**config.mk**
```make
export PLATFORM = sky130hd
export DESIGN_NAME = ahb_resp_mux
export DESIGN_NICKNAME = d
export VERILOG_FILES = /design/src/rtl/ahb_resp_mux.sv
export SDC_FILE = /design/constraint.sdc
export NUM_CORES = 1
export LEC_CHECK = 0
export CORE_MARGIN = 2
export CORE_UTILIZATION = 25
export CTS_CLUSTER_DIAMETER = 30
export CTS_CLUSTER_SIZE = 40
export DETAILED_ROUTE_END_ITERATION = 10
export PLACE_DENSITY_LB_ADDON = 0.2
export SKIP_LAST_GASP = 1
export SYNTH_ARGS = -nofsm -noshare
export SYNTH_HDL_FRONTEND = slang
export SYNTH_SLANG_ARGS = --single-unit
export TNS_END_PERCENT = 1
```
**constraint.sdc**
```tcl
create_clock -name HCLK -period 1.85 [get_ports HCLK]
set_input_delay 0.2775 -clock HCLK [delete_from_list [all_inputs] [get_ports HCLK]]
set_output_delay 0.2775 -clock HCLK [all_outputs]
set_load 0.01 [all_outputs]
```
**src/rtl/ahb_resp_mux.sv**
```systemverilog
// ahb_resp_mux: AHB-Lite slave-response multiplexer with a built-in default slave.
// It registers the one-hot HSEL during an accepted address phase. During the data
// phase it routes the owning slave's HRDATA/HREADYOUT/HRESP back to the master.
// Unmapped or multiply-decoded transfers get a two-cycle ERROR from the default slave.
// Optional feature: define AHB_RESP_MUX_ERRCNT_EN to enable the saturating
// default-slave error counter on ERR_COUNT. When it is undefined, ERR_COUNT is tied to zero.
module ahb_resp_mux #(
   parameter int NUM_SLAVES = 4,
   parameter int DATA_WIDTH = 32
) (
   input  logic                             HCLK,
   input  logic                             HRESET,
   input  logic [NUM_SLAVES-1:0]            HSEL,
   input  logic [1:0]                       HTRANS,
   input  logic [NUM_SLAVES*DATA_WIDTH-1:0] HRDATA_S,
   input  logic [NUM_SLAVES-1:0]            HREADYOUT_S,
   input  logic [NUM_SLAVES-1:0]            HRESP_S,
   output logic [DATA_WIDTH-1:0]            HRDATA,
   output logic                             HREADY,
   output logic                             HRESP,
   output logic [NUM_SLAVES-1:0]            DSEL,
   output logic [15:0]                      ERR_COUNT
);

   typedef enum logic [1:0] {
      ST_IDLE  = 2'd0,
      ST_SLAVE = 2'd1,
      ST_ERR1  = 2'd2,
      ST_ERR2  = 2'd3
   } state_t;

   state_t                state_q, state_d;
   logic [NUM_SLAVES-1:0] dsel_q, dsel_d;
   logic                  hsel_onehot;
   logic                  unused_htrans0;

   // Only NONSEQ/SEQ versus IDLE/BUSY matters here, so HTRANS[0] is not used.
   assign unused_htrans0 = HTRANS[0];

   // Exactly one bit set: the value is non-zero, and clearing its lowest set bit leaves zero.
   assign hsel_onehot = (HSEL != '0) &&
                        ((HSEL & (HSEL - {{(NUM_SLAVES-1){1'b0}}, 1'b1})) == '0);

   // State and data-phase select registers; reset returns to an idle bus.
   always_ff @(posedge HCLK) begin
      if (HRESET) begin
         state_q <= ST_IDLE;
         dsel_q  <= '0;
      end else begin
         state_q <= state_d;
         dsel_q  <= dsel_d;
      end
   end

   // Next state. ERR1 always steps to ERR2. Any other state samples the address phase only when HREADY is high.
   always_comb begin
      state_d = state_q;
      dsel_d  = dsel_q;
      if (state_q == ST_ERR1) begin
         state_d = ST_ERR2;
         dsel_d  = '0;
      end else if (HREADY) begin
         if (!HTRANS[1]) begin
            state_d = ST_IDLE;
            dsel_d  = '0;
         end else if (hsel_onehot) begin
            state_d = ST_SLAVE;
            dsel_d  = HSEL;
         end else begin
            state_d = ST_ERR1;
            dsel_d  = '0;
         end
      end
   end

   // Response outputs. The slave path is an AND-OR mux on DSEL, so it adds no priority and no latency.
   always_comb begin
      HRDATA = '0;
      HREADY = 1'b1;
      HRESP  = 1'b0;
      case (state_q)
         ST_SLAVE: begin
            HREADY = 1'b0;
            for (int i = 0; i < NUM_SLAVES; i++) begin
               HRDATA = HRDATA | (HRDATA_S[i*DATA_WIDTH +: DATA_WIDTH] & {DATA_WIDTH{dsel_q[i]}});
               HREADY = HREADY | (HREADYOUT_S[i] & dsel_q[i]);
               HRESP  = HRESP  | (HRESP_S[i] & dsel_q[i]);
            end
         end
         ST_ERR1: begin
            HREADY = 1'b0;
            HRESP  = 1'b1;
         end
         ST_ERR2: begin
            HREADY = 1'b1;
            HRESP  = 1'b1;
         end
         default: begin
            HREADY = 1'b1;
            HRESP  = 1'b0;
         end
      endcase
   end

   assign DSEL = dsel_q;

`ifdef AHB_RESP_MUX_ERRCNT_EN
   logic [15:0] err_cnt_q, err_cnt_d;

   // Count each entry into ERR1. The count saturates at all-ones. Only reset clears it.
   always_comb begin
      err_cnt_d = err_cnt_q;
      if ((state_d == ST_ERR1) && (state_q != ST_ERR1) && (err_cnt_q != 16'hFFFF)) begin
         err_cnt_d = err_cnt_q + 16'd1;
      end
   end

   // Error counter register.
   always_ff @(posedge HCLK) begin
      if (HRESET) begin
         err_cnt_q <= 16'h0000;
      end else begin
         err_cnt_q <= err_cnt_d;
      end
   end

   assign ERR_COUNT = err_cnt_q;
`else
   assign ERR_COUNT = 16'h0000;
`endif

endmodule

```
Word level (Yosys, flattened, before mapping)
Cells that the tools add are included.
{ "op_classes": {"n_addsub": 1, "eq_ne": 3, "n_mux": 9, "n_bitwise": 22, "reduce_logical": 6} }
{ "op_table": {"columns": ["op", "count"], "rows": [
  ["32-bit bitwise AND", 4],
  ["32-bit bitwise OR", 3],
  ["32-bit 2-to-1 mux", 1],
  ["1-bit bitwise AND", 8],
  ["2-bit 2-to-1 mux", 4],
  ["4-bit 2-to-1 mux", 2],
  ["1-bit bitwise OR", 6],
  ["4-bit bitwise AND", 1],
  ["2-bit equality test, second input constant", 2],
  ["4-bit logical NOT", 1],
  ["1-bit one-hot mux with 2 select lines", 2],
  ["4-bit nonzero test", 1],
  ["2-bit OR reduction", 2],
  ["4-bit by 1-bit subtractor with 4-bit output, second input constant", 1],
  ["2-bit by 1-bit equality test with 1-bit output, second input constant", 1],
  ["2-bit nonzero test", 1],
  ["1-bit logical AND", 1]
]} }
{ "word_totals": {"reg_bits": 6, "inputBits": 144, "out_inout_bits": 54, "elab_cells": 43} }

Logic depth before layout (Yosys ltp)
Gate-level depths: netlist of run 1.
{ "depth": {"depth_word": 8, "depth_mapped": 5, "mapped_depth_nobuf": 3} }

Least setup slack after synthesis of run 1
No wires, ideal clock.
{ "synth_path": {"kind": "reg-to-output", "from": "reg dsel_q[0], in the netlist DSEL[0]", "to": "out HRDATA[22]", "arrival_time_ns": 1.187, "required_ns": 1.572, "setup_slack_ns": 0.386, "path_stages_with_launch": 5, "path_buffers": 2, "path_cell_list": "dfxtp_1 -> buf_2 -> clkbuf_1 -> a22oi_1 -> a21oi_1"} }
{ "synth_between": {"elab_chain_len": 5} }
{ "synth_lines": {"columns": ["item", "line", "rtl"], "rows": [
  ["start: declaration", "33", "logic [NUM_SLAVES-1:0] dsel_q, dsel_d;"],
  ["start signal: assignment", "51", "dsel_q <= dsel_d;"],
  ["32-bit bitwise AND", "85", "HRDATA = HRDATA | (HRDATA_S[i*DATA_WIDTH +: DATA_WIDTH] & {DATA_WIDTH{dsel_q[i]}});"],
  ["32-bit bitwise OR (3 in series)", "85", null],
  ["32-bit 2-to-1 mux", "81", "case (state_q)"],
  ["end: declaration", "18", "output logic [DATA_WIDTH-1:0] HRDATA,"]
]} }
Every way passes these cells.

Final worst setup path of run 1
{ "layout_path": {"from": "reg dsel_q[0], in the netlist DSEL[0]", "to": "out HRESP"} }
{ "layout_between": {"elab_chain_len": 5} }
{ "layout_lines": {"columns": ["item", "line", "rtl"], "rows": [
  ["1-bit bitwise AND", "87", "HRESP = HRESP | (HRESP_S[i] & dsel_q[i]);"],
  ["1-bit bitwise OR (3 in series)", "87", null],
  ["1-bit one-hot mux with 2 select lines", "81", null],
  ["end: declaration", "20", "output logic HRESP,"]
]} }
Every way passes these cells.

==> impl_results.md, run 1 <==
* Status: finished with violations
* Failing checks: setup timing
* Nets at between 500 and 600
* Tcrit/Tclk final at 109%
* Syn Inst Count at 184
* Met1 usage at between 20% and 30%
* Clock latency on the worst-skew pair at around 0.22 ns
* Fin. Hold Viols at 0
* Clk buf depth at 2
* Routability cong. at 0.766
* TritonCTS clock tree: built
* Cell taking the most area after synthesis: a22oi_1
* Num Clock Sinks at 6
* Synth warnings at 0
* First drt pass iteration count at 4
* Hold buffers post-CTS at 0
* Synthesis-to-finish area growth at 153%
* CP max FO at 15
* H-tree depth at 1
* Share of the synthesized area in the top cell type at a little under two fifths
* CTS Buf Count at 3
* Fmax at between 0.4 and 0.5 GHz
* Crit path time final at 2.01 ns
* First-pass GRT wire length at 11,500 um
* Syn Std Cell Area at about 1300 um^2
* Number of flops mapped to enable cells by yosys at 0
* CTS clk-pin slew, worst paths at about 0.030 ns
* Fraction of registers with async set/reset at 0%
* Multi-input gate area at ~1000 um^2
* Place WS at -0.149 ns
* Critical path class: flop to output pin
* Grt total ovfl at 0
* Met3 GRT Util at 4.15%
* Core area at just over 5000 um^2
* #FFs+latches synth at 6
* Clock root cell: clkbuf_8
* GRT met2 Usage at between 40% and 50%
* FP Rows at 26
* # port buffers at 180
* Fillers at approximately 460
* Max-slew violations at 0
* Pin count of the biggest net entering global routing at 33
* CP Data Required Time at 1.57 ns
* GRT Total Usage at 24.4%
* Number of library cell types mapped by synthesis at 29
* Hold_ws at between 0.6 and 0.7 ns
* DR vias at roughly 2,200
* Initial antenna violation count at 0
* Die area at 5860 um^2
* Storage cell area at approximately 120 um^2
* Max Clock Skew at around 0.0029 ns
* I/O Pins at approximately 200
* Max cap viols at 0
* Synth Flop Type: dfxtp_1
* Post-DP HPWL at 5930 um
* Top cells by area, synth: a22oi_1 37%, a21oi_1 13%, buf_4 9.7%
* # setup viols final at 32
* Post-route ant nets at 0
* Die span in x at 76.5 um
* Seq/Total Area, Yosys at slightly above 9%
* Final wirelength at roughly 7700 um
* Pwr dens at 264 nW/um^2
* GR peak layer: met2
* Unrepaired setup endpoints after global routing: yes
* Most common cell in the netlist: a22oi_1
* Setup ws final at -0.159 ns
* Crit path arrival time at between 1.5 and 2 ns
* Critical Path Sink Type: output pin
* Antenna cell count at 0
* Top post-synthesis cells by count: 65 x a22oi_1, 33 x a21oi_1, 17 x buf_4, 17 x clkbuf_1, 6 x dfxtp_1
* Post-DR vias/cell at approximately 5.1
* Starting density of the core at 25.7%
* Vert. Die Dim at 76.5 um
* Vias in the first global route at between 2,000 and 2,500
* Mean routed wirelength per cell at between 15 and 20 um
* Synthesized area per cell at 7.15 um^2
* Pleak at 1.08 nW
* Initial DRC Count at about 150
* DRC violations left at 0
* VDD IR max at ~0.32 mV
* Worst hold path type: flop to flop
* Share of layout cells above drive strength 1 at between 7 and 8%
* Crit start category: flop
## metrics by stage
step | utilization [%] | instances | power, mW | area, um^2 | TNS [ns]
2_1_floorplan | - | 199 | 0.317 | 1370 | 0
3_3_place_gp | 63.5 | 429 | 0.671 | 3240 | -0.269
3_5_place_dp | 63.5 | 429 | 0.678 | 3240 | -0.292
4_1_cts | 64.9 | 433 | 0.882 | 3320 | -4.50
5_1_grt | 65.0 | 433 | 0.926 | 3320 | -5.63
6_report | 65.0 | 433 | 0.877 | 3320 | -3.43
## report_power, final
group / internal [mW] / switching [mW] / leakage (nW) / total (mW)
clock network: 0.140 / 0.0573 / 0.0216 / 0.197
registers: 0.138 / 0.00611 / 0.0493 / 0.144
logic: 0.362 / 0.174 / 1.01 / 0.537
## worst paths after layout
path,start,endpoint,slack [ns],cells past startpoint
hold / removal,DSEL[0],DSEL[0],0.66,3
setup reg to reg,DSEL[1],state_q[1],0.51,5
hold reg to reg,DSEL[0],DSEL[0],0.66,3
setup / recovery,DSEL[0],HRESP,-0.16,5
## cell usage in the layout, fill, tap and decap left out, drive strengths merged, types with 3 or more instances in the layout
cell type	synthesis	final
dfxtp	6	6
clkdlybuf4s50	0	178
clkbuf	17	3
nand3b	4	4
nand4b	5	5
inv	3	3
nor4b	3	3
conb	1	16
buf	22	19
a21oi	33	33
a22oi	65	65
mux2i	4	4
## metal layers
| metal | vias up | part of all wire [%] | wire length [um] |
|---|---|---|---|
| met5 | - | 0 | 0 |
| met4 | 0 | 1.7 | 134 |
| met3 | 11 | 7.3 | 562 |
| met2 | 94 | 52 | 4020 |
| met1 | 1052 | 39 | 3000 |
| li1 | 1067 | - | - |
## flip-flops by register name (all words and copies together), names as in the netlist
register  count
DSEL          4
state_q       2
## area by class of cell
cell class | count | area share, %
clock buffers | 3 | 1.24
flip-flops and latches | 6 | 3.65
multi-input cells | 151 | 30.7
well taps | 70 | 2.64
repair buffers | 200 | 61.4
inverters | 3 | 0.339
## logic make-up (layout without fill, tap and decap cells)
family	Yosys count	after routing	share of synthesized area, %
AOI/OAI and AO/OA	107	107	54.9
buffers and inverters	42	206	17.8
and+or+nand+nor	23	23	14.2
DFF	6	6	9.13
muxes	4	4	3.04
other	1	16	0.285
xor gates and xnor gates	1	1	0.666
## what timing repair did
| item | 4_1_cts | 5_1_grt |
|---|---|---|
| gates cloned | 1 | 0 |
| pin swaps | 0 | 0 |
| endpoints found under the hold margin | 0 | 0 |
| setup buffers | 0 | 0 |
| setup endpoints to repair | 34 | 33 |
| gates resized for setup | 2 | 2 |
## worst max-delay path, stage by stage (launching register included)
cell and delay, ns:
dfxtp_2 0.34, buf_12 0.15, a22o_1 0.20, a221oi_1 0.24, o21bai_1 0.09, clkdlybuf4s50_1 0.48
No activity file was read; power rests on OpenSTA's default activity.
==> inputs of run 2 (changes only) <==
ABC_AREA = 1   (was unset)
CORE_UTILIZATION = 27   (was 25)
==> run 2 against run 1 <==
  * The run still ends with setup timing left
  * Non-clock buffer count shrank 7
  * Via count grew 6.8%
  * Largest power group unchanged
  * Sequential power grew 8%
  * Global-route usage shrank 1.4 points
==> impl_results.md, run 2 <==
* Reg2reg start: DSEL[1]
* Critical Path Sink Type: output pin
* Delay of the slowest critical-path stage at about 0.59 ns
* Critical Path Start: DSEL[1]
* First-pass GRT wire length at 11,300 um
* Hold depth at 2
* Post-DP HPWL at roughly 6000 um
* Clock latency on the worst-skew pair at approximately 0.23 ns
* Storage cell area at roughly 120 um^2
* Top cells by area, synth: nand2_1 37%, a41oi_1 19%, dfxtp_1 8.2%
* Pwr dens at approximately 320 nW/um^2
* Synth Flop Type: dfxtp_1
* Multi-input gate area at roughly 1100 um^2
* Max FFs per register at 4
* Unrepaired setup endpoints after global routing: yes
* Share of the synthesized area in the top cell type at 37.1%
* Area share of fa/ha/maj cells after synthesis at 0%
* Worst hold path type: flop to flop
* Reg2reg path depth at 9
* Slowest cell on crit path: clkdlybuf4s50_1
* Share of layout cells above drive strength 1 at roughly 7.0%
* Pin count of the biggest net entering global routing at 30
* Number of flops mapped to enable cells by yosys at 0
* Synthesis-to-finish area growth at 129%
* CTS clk-pin slew, worst paths at 0.04 ns
* Fillers at between 500 and 600
* DR vias at about 2,400
* Vias in the first global route at 2,229
* Final wirelength at 7370 um
* Hold_ws at 0.552 ns
* Fmax at between 0.5 and 0.6 GHz
* Antenna cell count at 0
* H-tree depth at 1
* GRT Total Usage at between 20% and 30%
* Post-DR vias/cell at approximately 4.6
* Vert. Die Dim at approximately 78 um
* Crit path arrival time at 1.72 ns
* Synth warnings at 0
* #FFs+latches synth at 6
* Synth Area in XOR/XNOR at 0%
* FP Rows at 26
* Gate power share at around two thirds
* TritonCTS clock tree: built
* DRC violations left at 0
* Most common cell in the netlist: nand2_1
* Max cap viols at 0
* Post-route ant nets at 0
* Sw Ratio at between 30% and 40%
* R2R Setup Slk at 0.52 ns
* I/O Pins at a little under 200
* Nets at approximately 590
* CP Data Required Time at approximately 1.6 ns
* # setup viols final at 32
* Fin. Hold Viols at 0
* # port buffers at 180
* HP Start: state_q[1]
* Reg-to-Reg End: DSEL[3]
* Initial antenna violation count at 0
* CP max FO at 28
* Synth Area in Compound Gates at approximately 22%
* Clock group share of total power at 18.5%
* Crit-path cells: buf_12 -> nand2_1 -> a41oi_1 -> clkdlybuf4s50_1
* Num Clock Sinks at 6
* Status: finished with violations
* Post-synthesis simple-gate area fraction at ~49%
* Syn Inst Count at 270
* P_int at 0.727 mW
* Syn Std Cell Area at 1470 um^2
* Core area at about 5200 um^2
* Critical path class: flop to output pin
* First drt pass iteration count at 4
* Grt total ovfl at 0
* Most frequent cells in the layout: 178 x clkdlybuf4s50_1, 145 x nand2_1, 32 x a41oi_1
* Main combinational cell family by area after synthesis: simple AND/OR/NAND/NOR gates
* Max Clock Skew at 0.00284 ns
* Setup ws final at -0.149 ns
* WHS Endpoint: state_q[1]
* Initial DRC Count at 95
* Crit path time final at ~2 ns
* Die area at between 6000 and 7000 um^2
* Pleak at approximately 1.2 nW
* CTS Buf Count at 3
* VDD IR max at about 0.42 mV
* Synthesized area per cell at 5.44 um^2
* Starting density of the core at 28.4%
* Routability cong. at approximately 0.85
* Mux cell area share after synthesis at 0%
* Die span in x at 77.7 um
* Number of library cell types mapped by synthesis at 18
* Net switching power at approximately 0.36 mW
* Mean routed wirelength per cell at 14.3 um
* Cell taking the most area after synthesis: nand2_1
* Tcrit/Tclk final at 108%
* Commonest non-fill, non-tap cell in the layout: clkdlybuf4s50_1
* Clk buf depth at 2
* Fraction of registers with async set/reset at 0%
* Crit start category: flop
* Max-slew violations at 0
* Placed cells at between 500 and 600
* Failing checks: setup timing
* Seq/Total Area, Yosys at under 10%
* Clock root cell: clkbuf_8
* Non-Filler Instances at 516
* Top post-synthesis cells by count: 145 x nand2_1, 32 x a41oi_1, 16 x buf_4
* Sequential share of power at about 14%
* Setup Buffers After CTS at 0
## run 2: cell count changes after synthesis, moves of 5 or more
| cell | change |
|---|---|
| buf_2 | +11 |
| clkbuf_1 | -17 |
| nand3_1 | +6 |
| nand4b_1 | -5 |
| a22oi_1 | -65 |
| nand2_1 | +143 |
| inv_1 | +10 |
| nand2_4 | +5 |
| a41oi_1 | +32 |
| nor2_1 | +8 |
| a21oi_1 | -29 |
## run 2: what timing repair did
item,in CTS,in global routing
hold buffers,0,0
resized for setup,1,1
endpoints found under the setup margin,34,33
## run 2: layout make-up
type	count	area share (%)
Timing Repair Buffer	193	58.0
Multi-Input combinational cell	228	32.8
Sequential cell	6	3.57
Tap cell	70	2.60
Inverter	16	1.79
Clock buffer	3	1.23
## run 2: critical path: cells and delay by family (launching register included)
| kind | cells | cell delay, ns |
|---|---|---|
| AO/OA/AOI/OAI | 1 | 0.20 |
| buffers and inverters | 2 | 0.80 |
| AND/OR/NAND/NOR | 1 | 0.07 |
| flip-flops | 1 | 0.41 |
## run 2: worst max path at each step
stage | slack (ns) | to
finish | -0.15 | HRDATA[6]
CTS | -0.15 | HRDATA[1]
global route | -0.24 | HRDATA[20]
global placement | -0.07 | HRESP
floorplan | 0.54 | HRDATA[22]
detailed placement | -0.06 | HRESP
## run 2: power groups by stage
stage / Sequential, mW / Clock, mW / Combinational (mW)
finish: 0.155 / 0.202 / 0.734
detailed placement: 0.157 / 0 / 0.732
CTS: 0.155 / 0.209 / 0.736
global placement: 0.156 / 0 / 0.726
floorplan: 0.155 / 0 / 0.290
global route: 0.155 / 0.215 / 0.793
## run 2: routing by layer
layer  track usage [%]  part of all wire (%)
met1              27.9                    41
met2              40.9                    50
met3              5.12                   8.1
met4              5.36                   1.4
met5                 0                     0
## run 2: metrics by stage
| stage | utilization [%] | TNS (ns) | setup WS (ns) | area [um^2] | power (mW) |
|---|---|---|---|---|---|
| CTS | 65.0 | -3.53 | -0.154 | 3360 | 1.10 |
| floorplan | - | 0 | 0.544 | 1520 | 0.445 |
| global placement | 64.2 | -0.136 | -0.0702 | 3320 | 0.882 |
| global route | 65.0 | -5.67 | -0.243 | 3360 | 1.16 |
| detailed placement | 64.2 | -0.231 | -0.0624 | 3320 | 0.889 |
| finish | 65.0 | -3.22 | -0.149 | 3360 | 1.09 |
## run 2: logic make-up (layout without fill, tap and decap cells)
kind of cell / count (synthesis) / count (layout)
simple gates: 173 / 173
buf+inv: 51 / 212
compound gates: 39 / 39
flops: 6 / 6
other cells: 1 / 16
==> inputs of run 3 (changes only) <==
ABC_AREA = 0   (was 1)
CORE_UTILIZATION = 25   (was 27)
GPL_ROUTABILITY_DRIVEN = 0   (was unset)
==> results of run 3 <==
No change in the layout: final DEF, timing and power equal those of run 1.
